**config.mk**
```make
export PLATFORM = sky130hd
export DESIGN_NAME = lcd_text_arbiter
export DESIGN_NICKNAME = d
export VERILOG_FILES = /design/src/rtl/lcd_pkg.sv /design/src/rtl/lcd_rr_picker.sv /design/src/rtl/lcd_text_arbiter.sv
export SDC_FILE = /design/constraint.sdc
export NUM_CORES = 1
export LEC_CHECK = 0
export ABC_AREA = 1
export CAP_MARGIN = 20
export CORE_MARGIN = 1
export CORE_UTILIZATION = 37
export DETAILED_ROUTE_END_ITERATION = 12
export PLACE_DENSITY_LB_ADDON = 0.05
export SKIP_CTS_REPAIR_TIMING = 1
export SLEW_MARGIN = 20
export SYNTH_ARGS = -nofsm -noshare
export SYNTH_HDL_FRONTEND = slang
export SYNTH_SLANG_ARGS = --single-unit
```
**constraint.sdc**
```tcl
create_clock -name CLK -period 1.4 [get_ports CLK]
set_input_delay 0.28 -clock CLK [delete_from_list [all_inputs] [get_ports CLK]]
set_output_delay 0.28 -clock CLK [all_outputs]
set_load 0.05 [all_outputs]
```
**src/rtl/lcd_pkg.sv**
```systemverilog
// Shared types and constants for the LCD character-RAM arbiter.
// Holds the arbiter state enum, RAM geometry defaults and counter width.
package lcd_pkg;

  localparam int LCD_ADDR_W = 11;
  localparam int LCD_DATA_W = 8;
  localparam int WR_COUNT_W = 16;

  typedef enum logic [1:0] {
    IDLE  = 2'd0,
    WRITE = 2'd1,
    SCAN  = 2'd2
  } lcd_state_e;

endpackage

```
**src/rtl/lcd_rr_picker.sv**
```systemverilog
// One-hot picker over an eligible vector, searching from ptr_i+1 upward.
// Ports: elig_i, ptr_i in; grant_o (one-hot), idx_o, any_o out.
module lcd_rr_picker #(
  parameter int N_REQ = 2,
  parameter int PTR_W = 1
) (
  input  logic [N_REQ-1:0] elig_i,
  input  logic [PTR_W-1:0] ptr_i,
  output logic [N_REQ-1:0] grant_o,
  output logic [PTR_W-1:0] idx_o,
  output logic             any_o
);

  logic             found;
  logic [PTR_W-1:0] sel;

  // Wrap-around scan: the slot after the pointer gets first look,
  // the pointer slot itself is considered last.
  always_comb begin
    grant_o = '0;
    idx_o   = '0;
    found   = 1'b0;
    sel     = '0;
    for (int k = 1; k <= N_REQ; k++) begin
      sel = PTR_W'((int'(ptr_i) + k) % N_REQ);
      if (!found && elig_i[sel]) begin
        found        = 1'b1;
        grant_o[sel] = 1'b1;
        idx_o        = sel;
      end
    end
  end

  assign any_o = |elig_i;

endmodule

```
**src/rtl/lcd_text_arbiter.sv**
```systemverilog
// Character RAM arbiter: scan reads while den=1, queued writes in blanking.
// Ports: CLK, RST_n, den, scan_addr/scan_data, req/wr_addr/wr_data/ack,
//        mem_addr/mem_wdata/mem_we/mem_rdata, wr_count, clr_count.
// Build option: LCD_ARB_ROUND_ROBIN_EN selects round-robin over fixed priority.
module lcd_text_arbiter
  import lcd_pkg::*;
#(
  parameter int N_REQ  = 2,
  parameter int ADDR_W = LCD_ADDR_W,
  parameter int DATA_W = LCD_DATA_W
) (
  input  logic                    CLK,
  input  logic                    RST_n,
  input  logic                    den,
  input  logic [ADDR_W-1:0]       scan_addr,
  output logic [DATA_W-1:0]       scan_data,
  input  logic [N_REQ-1:0]        req,
  input  logic [N_REQ*ADDR_W-1:0] wr_addr,
  input  logic [N_REQ*DATA_W-1:0] wr_data,
  output logic [N_REQ-1:0]        ack,
  output logic [ADDR_W-1:0]       mem_addr,
  output logic [DATA_W-1:0]       mem_wdata,
  output logic                    mem_we,
  input  logic [DATA_W-1:0]       mem_rdata,
  output logic [WR_COUNT_W-1:0]   wr_count,
  input  logic                    clr_count
);

  localparam int PTR_W = (N_REQ > 1) ? $clog2(N_REQ) : 1;

  lcd_state_e              state_q, state_d;
  logic [ADDR_W-1:0]       mem_addr_q, mem_addr_d;
  logic [DATA_W-1:0]       mem_wdata_q, mem_wdata_d;
  logic [N_REQ-1:0]        ack_q, ack_d;
  logic [WR_COUNT_W-1:0]   wr_count_q, wr_count_d;

  logic [N_REQ-1:0]        elig;
  logic [N_REQ-1:0]        grant;
  logic [PTR_W-1:0]        grant_idx;
  logic                    any_elig;
  logic [PTR_W-1:0]        ptr;

  // A request already acked this cycle is still high; masking it
  // keeps the same write from being granted twice.
  assign elig = req & ~ack_q;

`ifdef LCD_ARB_ROUND_ROBIN_EN
  logic [PTR_W-1:0] ptr_q, ptr_d;

  always_comb begin
    ptr_d = ptr_q;
    if (state_d == WRITE) ptr_d = grant_idx;
  end

  always_ff @(posedge CLK or negedge RST_n) begin
    if (!RST_n) ptr_q <= '0;
    else        ptr_q <= ptr_d;
  end

  assign ptr = ptr_q;
`else
  // Pointer parked on the top slot makes the search start at index 0.
  assign ptr = PTR_W'(N_REQ - 1);
`endif

  lcd_rr_picker #(
    .N_REQ (N_REQ),
    .PTR_W (PTR_W)
  ) u_picker (
    .elig_i  (elig),
    .ptr_i   (ptr),
    .grant_o (grant),
    .idx_o   (grant_idx),
    .any_o   (any_elig)
  );

  always_ff @(posedge CLK or negedge RST_n) begin
    if (!RST_n) begin
      state_q     <= IDLE;
      mem_addr_q  <= '0;
      mem_wdata_q <= '0;
      ack_q       <= '0;
      wr_count_q  <= '0;
    end else begin
      state_q     <= state_d;
      mem_addr_q  <= mem_addr_d;
      mem_wdata_q <= mem_wdata_d;
      ack_q       <= ack_d;
      wr_count_q  <= wr_count_d;
    end
  end

  always_comb begin
    state_d = IDLE;
    unique case (1'b1)
      den:              state_d = SCAN;
      !den && any_elig: state_d = WRITE;
      !den && !any_elig: state_d = IDLE;
    endcase
  end

  always_comb begin
    mem_addr_d  = mem_addr_q;
    mem_wdata_d = mem_wdata_q;
    ack_d       = '0;
    case (state_d)
      SCAN: begin
        mem_addr_d = scan_addr;
      end
      WRITE: begin
        mem_addr_d  = wr_addr[grant_idx*ADDR_W +: ADDR_W];
        mem_wdata_d = wr_data[grant_idx*DATA_W +: DATA_W];
        ack_d       = grant;
      end
      default: begin
      end
    endcase
  end

  // The write currently on the port is counted at the edge it lands.
  always_comb begin
    wr_count_d = wr_count_q;
    if (clr_count)
      wr_count_d = '0;
    else if (state_q == WRITE && wr_count_q != '1)
      wr_count_d = wr_count_q + 1'b1;
  end

  assign mem_we    = (state_q == WRITE);
  assign mem_addr  = mem_addr_q;
  assign mem_wdata = mem_wdata_q;
  assign ack       = ack_q;
  assign wr_count  = wr_count_q;
  assign scan_data = mem_rdata;

endmodule
```
# Yosys cells after proc, flatten, opt, wreduce, memory -nomap -nowiden

Cells that the tools add are included.

Shifts and indexed selects: 2
Multipliers: 1
Reduce and logical (&&, ||, !) cells: 10
Eq/ne operators: 4
Multiplexer cells: 9
Bitwise logic cells: 2
$add $sub $neg: 1

Operators by type and width:

| operator              | number |
|---|---|
| $mux 16               | 2 |
| $pmux 11 s2           | 1 |
| $shiftx 22x6->11      | 1 |
| $add 16x1->16 const B | 1 |
| $ne 16x16->1 const B  | 1 |
| $shiftx 16x5->8       | 1 |
| $pmux 2 s3            | 1 |
| $mul 1x4->5 const B   | 1 |
| $eq 2x1->1 const B    | 2 |
| $logic_and 1x1->1     | 4 |
| $mux 2                | 2 |
| $reduce_bool 2->1     | 2 |
| $logic_not 1->1       | 3 |
| $mux 1                | 3 |
| $and 2x2->2           | 1 |
| $eq 2x2->1 const B    | 1 |
| $not 2->2             | 1 |
| $reduce_or 2->1       | 1 |

Input port bits: 63
Word-level logic and storage cells: 34
Register bits after elaboration: 39
Output and inout bits: 46

# Logic depth before layout (Yosys ltp)

Gate-level depths: netlist of the first run.

Depth in word-level cells: 9
Mapped depth: 10
Gate-level depth less buffers: 9

# By module

A second synthesis of the first run with hierarchy kept.

Cell total of the unflattened synthesis: 299
Area total of the unflattened synthesis: 2,183.3 um^2

By module, submodules not included:

| module           | area each (um^2) | instances | seq. area each (um^2) | cells each |
|---|---|---|---|---|
| lcd_text_arbiter | 2,152.1          | 1         | 975.9                 | 292 |
| lcd_rr_picker    | 31.3             | 1         | 0.0                   | 7 |

# Worst setup path before layout of the first run

No wires, ideal clock.

Path type: reg2reg
From: register wr_count_q[0], in the netlist wr_count[0]
To: register wr_count_q[10], in the netlist wr_count[10]
Library setup time: 0.066 ns
Clock period less this slack: 1.896 ns
Path slack: -0.496 ns
Arrival time: 1.830 ns
Stages on the path, launching flop included: 11
Buffers on the path: 1
Data required time: 1.334 ns
Path through: dfrtp_1 > ha_1 > nand2_1 > nor2_4 > nand2_2 > nor2_4 > nor2_4 > nor2_4 > buf_6 > nand2_1 > nand2_1

Longest elaborated chain between the ends: 3

Ends and longest elaborated chain:

| item                                          | RTL line                                         | RTL |
|---|---|---|
| start, declared                               | lcd_text_arbiter.sv:35                           | `logic [WR_COUNT_W-1:0] wr_count_q, wr_count_d;` |
| start signal, assigned                        | lcd_text_arbiter.sv:89                           | `wr_count_q <= wr_count_d;` |
| $add 16x1->16 or $ne 16x16->1 (tied branches) | lcd_text_arbiter.sv:126, lcd_text_arbiter.sv:125 |  |
| $mux 16 or $logic_and 1x1->1 (tied branches)  | lcd_text_arbiter.sv:125                          | `else if (state_q == WRITE && wr_count_q != '1)` |
| $mux 16 or $reduce_bool 2->1 (tied branches)  | -                                                |  |

Several ways; a longest one is shown, not always the timed one. The select of a mux whose other input is x is not followed.
A chain may end at the register's enable or synchronous reset.

# Worst setup path in the final report of the first run

From: register wr_count_q[1], in the netlist wr_count[1]
To: register wr_count_q[12], in the netlist wr_count[12]

Same word-level chain as after synthesis.

==> reports/results.ini, run 1 <==
[status]
run_status = finished with violations
violations = setup timing

[timing]
fmax_ghz = 0.690
worst_slew_margin_rel = 0.812
max_slew.worst_pin.slew_ns = 0.279
slew_viol_final = 0
final_critical_delay_including_setup_and_external_delays_ns = 1.45
period_share = 1.03
timing.hold.ws_ns = 0.473
timing.final.setup_violations = 15
finalSetupTns_ns = -0.331
final.setup.worst_slack_ns = -0.0485
final-hold-violation-count = 0
grt_setup_unrepaired = yes
timing.clock.skew_ns = 0.00311

[synthesis]
synth_top_cell_by_area = dfrtp_1
syn-num-nets = 382
ys_top_cells_by_area = dfrtp_1 (43%), nand2_1 (19%), a21oi_1 (6.2%), nor2_1 (4.8%), nand4_1 (3.6%)
postSynthAreaPerCell_um2 = 7.06
synth_cell_type_count = 22
synth_seq_cells = 39
post-synth-top-area-fraction = 0.435
ys_warn_count = 0
ys_seq_area_frac = 0.435
netlist_instances = 318
post_synth_instance_area_um2 = 2250

[critical_path]
arrival_ns = 1.64
crit_path_start_kind = flop
cp_slowest_cell = dfrtp_2
max_stage_delay_ns = 0.39
critical_path_peak_fanout = 4
r2r-start = wr_count[1]
path_class = flop to flop
critPathCaptureType = flop
worstReg2RegEnd = wr_count[12]
worst_ep_required_time_ns = 1.59
r2r_setup_slack_ns = -0.05
worst-r2r-cell-count = 9
crit_chain = ha_4 -> nand2_4 -> nor2_4 -> nand2_2 -> buf_6 -> nor2_4 -> nand2_2 -> nor3_2 -> nor2_1

[die]
die_y_extent_um = 79.9
core_footprint_um2 = 5890
die-width_um = 79.9
num_rows = 28
die_area_um2 = 6390
ioPinCount = 109
initial_core_util = 0.382

[worst_hold_path]
min-delay-path-class = input pin to asynchronous set/reset pin

[route]
routed-wl-met3_um = 412
totalWireLength_mm = 6.73
routed-wl-met2_mm = 3.56
route.vias.total = 2507
drt_pre_antenna_iters = 4
detail_route.drc_violations = 0
antenna_violating_nets_post_route = 0
route.layer.met1.wl_mm = 2.70
violation_count_after_the_first_detailed_routing_iteration = 77
highest_layer = met4
drt-wirelength-per-cell_um = 12.9
vias_per_cell = 4.79

[placement]
post-place-cells = 508
weighted_congestion_reported_at_the_end_of_routability_driven_placement = 0.858
post-place-ws_ns = -0.255
sum_of_net_half_perimeters_after_detailed_placement_mm = 4.99
post_dp_cell_area_um2 = 3920
port-buffer-count = 92

[global_routing]
grt_usage = 0.219
antenna_violations_before_repair = 0
grt_pass1_vias = 2397
grt_max_degree = 40
globalRoute.totalOverflow = 0
grt_first_pass_wirelength_mm = 10.8

[clock_tree]
cts_buffer_depth = 2
ctsRootBufferMaster = clkbuf_8
cts_tree = done
insertion_delay_ns = 0.29
cts_max_level = 2
cts_sinks = 39
tritoncts_buffer_count = 5
clkTransAtPathRegs_ns = 0.08

[pwr]
cellPowerDensity_nw_per_um2 = 865
ir_drop_v = 0.000563
p_total_mw = 3.68
p_leak_nw = 1.95

[layout]
n_antenna_cell = 0
layout_common_cells = nand2_1 (106), clkdlybuf4s50_1 (53), buf_12 (42)
layout.cells.non_filler = 523
layout-area-overhead-vs-synth_pct = 89.5
stdcell_area_um2 = 4260
multi_input_gate_area_um2 = 1150
design.final.nets = 511
final_layout_size_suffix_gt1_frac = 0.319
final_core_utilization = 0.723
n_fill_cell = 447
final_common_cell = nand2_1
seq_area_um2 = 993

[flow_run]
drv.max_cap_violation_count = 0

[synth_stat cells, drive strengths merged]
master	instances
inv	22
nand3	13
clkbuf	9
o21ai	13
nand3b	1
xor2	3
dfrtp	39
nand2	115
nand4	13
ha	1
or2	1
a21oi	28
buf	13
nor3	12
nor2	34
clkinv	1
[flip-flops by register name, indices dropped and copies added (netlist names)]
name,cells
state_q,2
wr_count,16
ack,2
mem_addr,11
mem_wdata,8
[critical path: cells and delay by family (launching register included)]
kind | cells | cell delay (ns)
AND/OR/NAND/NOR | 7 | 0.66
adder cells (fa/ha/maj) | 1 | 0.15
buffers and inverters | 1 | 0.14
flip-flops | 1 | 0.39
[worst max-delay path by stage]
stage          depth (start not counted)         from  slack, ns            to
2_1_floorplan                         10  wr_count[0]      -0.25  wr_count[10]
3_3_place_gp                          10       req[1]      -0.18   mem_addr[5]
3_5_place_dp                          10       req[1]      -0.26   mem_addr[7]
4_1_cts                                9  wr_count[1]      -0.20   wr_count[6]
5_1_grt                                9  wr_count[1]      -0.13  wr_count[12]
6_report                               9  wr_count[1]      -0.05  wr_count[12]
[routing by layer]
metal | global-route usage | vias up
met3 | 0.0629 | 6
li1 | - | 1271
met1 | 0.256 | 1154
met2 | 0.391 | 76
met5 | 0 | -
met4 | 0.0554 | 0
[power by group]
group / internal [mW] / switching [mW] / total, mW
clock network: 0.713 / 0.417 / 1.13
logic: 0.629 / 0.608 / 1.24
registers: 1.21 / 0.0990 / 1.31
total: 2.56 / 1.12 / 3.68
[final cells by class]
cell class | count | share of cell area
repair buffers | 144 | 0.421
well taps | 75 | 0.0221
inverters | 23 | 0.0215
multi-input cells | 234 | 0.271
clock buffers | 6 | 0.0171
clock inverters | 2 | 0.0141
flip-flops and latches | 39 | 0.233
[kinds of logic (layout without fill, tap and decap cells)]
logic type | count (synthesis) | after routing | share of synthesized area
XOR/XNOR | 3 | 3 | 0.0117
flip-flops | 39 | 39 | 0.435
buffers and inverters | 45 | 175 | 0.0941
adder cells (fa/ha/maj) | 1 | 1 | 0.00557
AND/OR/NAND/NOR | 189 | 189 | 0.363
AO/OA/AOI/OAI | 41 | 41 | 0.0914
No activity file was read; power rests on OpenSTA's default activity.
==> run 2: changes to the inputs <==
--- a/config.mk
+++ b/config.mk
@@ -7,7 +7,6 @@
 export LEC_CHECK = 0
 export ABC_AREA = 1
 export CAP_MARGIN = 20
-export CORE_MARGIN = 1
 export CORE_UTILIZATION = 37
 export DETAILED_ROUTE_END_ITERATION = 12
 export PLACE_DENSITY_LB_ADDON = 0.05
==> constraint.sdc (replaced) <==
create_clock -name CLK -period 1.4 [get_ports CLK]
set_input_delay 0.42 -clock CLK [delete_from_list [all_inputs] [get_ports CLK]]
set_output_delay 0.42 -clock CLK [all_outputs]
set_load 0.05 [all_outputs]
==> run 2 against run 1 <==
The flow still finishes with violations (setup timing). Via count rose by 0.72%. Highest routed layer unchanged. Sequential cell count did not move. Global-route usage fell by 0.13 points. First-iteration DRC count rose by 1.3%. Maximum frequency rose by 0.27%. Core utilization rose by 1.4 points. Clock power barely moved. Register-to-register slack barely moved. Clock skew rose by 0.0040 ns. Combinational power barely moved. Sequential share of layout area fell by 0.44 points.
==> reports/results.ini, run 2 (synthesis gave the netlist of run 1 again) <==
[layout]
largest_register_ffs = 16  ; unchanged
n_antenna_cell = 0  ; unchanged
layout-area-overhead-vs-synth_pct = 93.1  ; was 89.5%
final_layout_size_suffix_gt1_frac = 0.328  ; was 0.319
final_core_utilization = 0.737  ; was 0.723
layout.cells.non_filler = 529  ; was 523
final_common_cell = nand2_1  ; unchanged
stdcell_area_um2 = 4340  ; was 4260 µm²
n_fill_cell = 431  ; was 447
design.final.nets = 517  ; was 511
layout_common_cells = nand2_1 (105), clkdlybuf4s50_1 (52), buf_12 (43)  ; was nand2_1 (106), clkdlybuf4s50_1 (53), buf_12 (42)

[die]
die-width_um = 79.9  ; unchanged
initial_core_util = 0.382  ; unchanged
core_footprint_um2 = 5890  ; unchanged
num_rows = 28  ; unchanged
ioPinCount = 109  ; unchanged
die_y_extent_um = 79.9  ; unchanged
die_area_um2 = 6390  ; unchanged

[global_routing]
use_met3 = 0.0629  ; unchanged
grt_pass1_vias = 2430  ; was 2397
globalRoute.totalOverflow = 0  ; unchanged
top_usage_layer = met2  ; unchanged
antenna_violations_before_repair = 0  ; unchanged
gr-usage-met1 = 0.248  ; was 0.256
grt_max_degree = 40  ; unchanged
grt_first_pass_wirelength_mm = 10.8  ; about the same
grt_usage = 0.218  ; was 0.219
global_route.usage.met2 = 0.393  ; was 0.391

[worst_hold_path]
min-delay-path-class = input pin to asynchronous set/reset pin  ; unchanged

[critical_path]
worst_ep_required_time_ns = 0.98  ; was 1.59 ns
arrival_ns = 1.02  ; was 1.64 ns
path_class = flop to output pin  ; was flop to flop
critPathCaptureType = output pin  ; was flop
critical_path_peak_fanout = 4  ; unchanged
crit_path_start_kind = flop  ; unchanged

[clock_tree]
ctsRootBufferMaster = clkbuf_8  ; unchanged
clkTransAtPathRegs_ns = 0.08  ; about the same
cts_tree = done  ; unchanged
cts_sinks = 39  ; unchanged
cts_buffer_depth = 2  ; unchanged
tritoncts_buffer_count = 5  ; unchanged
cts_max_level = 2  ; unchanged
insertion_delay_ns = 0.29  ; about the same

[timing]
final_critical_delay_including_setup_and_external_delays_ns = 1.44  ; was 1.45 ns
finalSetupTns_ns = -0.415  ; was -0.331 ns
final-hold-violation-count = 0  ; unchanged
fmax_ghz = 0.692  ; was 0.690 GHz
period_share = 1.03  ; about the same
timing.final.setup_violations = 23  ; was 15
timing.clock.skew_ns = 0.00708  ; was 0.00311 ns
worst_slew_margin_rel = 0.837  ; was 0.812
timing.hold.ws_ns = 0.0797  ; was 0.473 ns
final.setup.worst_slack_ns = -0.0446  ; was -0.0485 ns
max_slew.worst_pin.slew_ns = 0.243  ; was 0.279 ns
grt_setup_unrepaired = yes  ; unchanged
slew_viol_final = 0  ; unchanged

[flow_run]
drv.max_cap_violation_count = 0  ; unchanged

[pwr]
cellPowerDensity_nw_per_um2 = 845  ; was 865 nW/µm²
ir_drop_v = 0.000602  ; was 0.000563 V
p_leak_nw = 2.00  ; was 1.95 nW
p_total_mw = 3.67  ; was 3.68 mW

[status]
run_status = finished with violations  ; unchanged
violations = setup timing  ; unchanged

[route]
violation_count_after_the_first_detailed_routing_iteration = 78  ; was 77
drt_pre_antenna_iters = 4  ; unchanged
antenna_violating_nets_post_route = 0  ; unchanged
totalWireLength_mm = 6.72  ; was 6.73 mm
vias_per_cell = 4.77  ; was 4.79
drt-wirelength-per-cell_um = 12.7  ; was 12.9 µm
route.vias.total = 2525  ; was 2507
detail_route.drc_violations = 0  ; unchanged

[placement]
post-place-cells = 508  ; unchanged
weighted_congestion_reported_at_the_end_of_routability_driven_placement = 0.858  ; about the same
port-buffer-count = 92  ; unchanged
sum_of_net_half_perimeters_after_detailed_placement_mm = 4.93  ; was 4.99 mm
post-place-ws_ns = -0.403  ; was -0.255 ns
post_dp_cell_area_um2 = 3920  ; unchanged

[run 2: cell types whose count changed in the layout (fill, tap and decap cells not counted), sizes merged]
cell,delta
buf,+8
clkbuf,-1
clkdlybuf4s50,-1
clkinv,+1
dlygate4sd3,-1
dlymetal6s2s,+1
inv,-1
[run 2: final cells by class]
cell class	count	area, µm²	area share
clock buffer	6	72.6	0.0167
multi-input combinational	234	1160	0.267
inverter	23	93.8	0.0216
tap	75	93.8	0.0216
timing repair buffer	150	1860	0.430
sequential	39	993	0.229
clock inverter	2	60.1	0.0138
[run 2: worst paths after layout]
| kind | start | end | slack (ns) | cells past startpoint |
|---|---|---|---|---|
| max | wr_count[0] | wr_count[0] | -0.04 | 2 |
| min | RST_n | wr_count[4] | 0.08 | 2 |
| max reg2reg | wr_count[1] | wr_count[12] | -0.04 | 9 |
| min reg2reg | mem_wdata[7] | mem_wdata[7] | 0.59 | 2 |
| max in group asynchronous | RST_n | wr_count[13] | 1.11 | 2 |
| min in group CLK | mem_wdata[7] | mem_wdata[7] | 0.59 | 2 |
[run 2: worst max-delay path, cell delays in order (launching register included)]
cell and delay, ns:
dfrtp_2 0.43, buf_4 0.16, buf_12 0.14
[run 2: metal layers]
| layer | part of all wire | routed length, µm |
|---|---|---|
| met1 | 0.39 | 2640 |
| met2 | 0.53 | 3550 |
| met3 | 0.066 | 442 |
| met4 | 0.014 | 91 |
| met5 | 0 | 0 |
[run 2: where the power goes]
group / total (mW) / internal [mW] / leakage (nW) / switching (mW)
sequential: 1.31 / 1.21 / 0.467 / 0.0980
clock: 1.12 / 0.713 / 0.0654 / 0.410
combinational: 1.23 / 0.625 / 1.47 / 0.607
total: 3.67 / 2.55 / 2.00 / 1.11
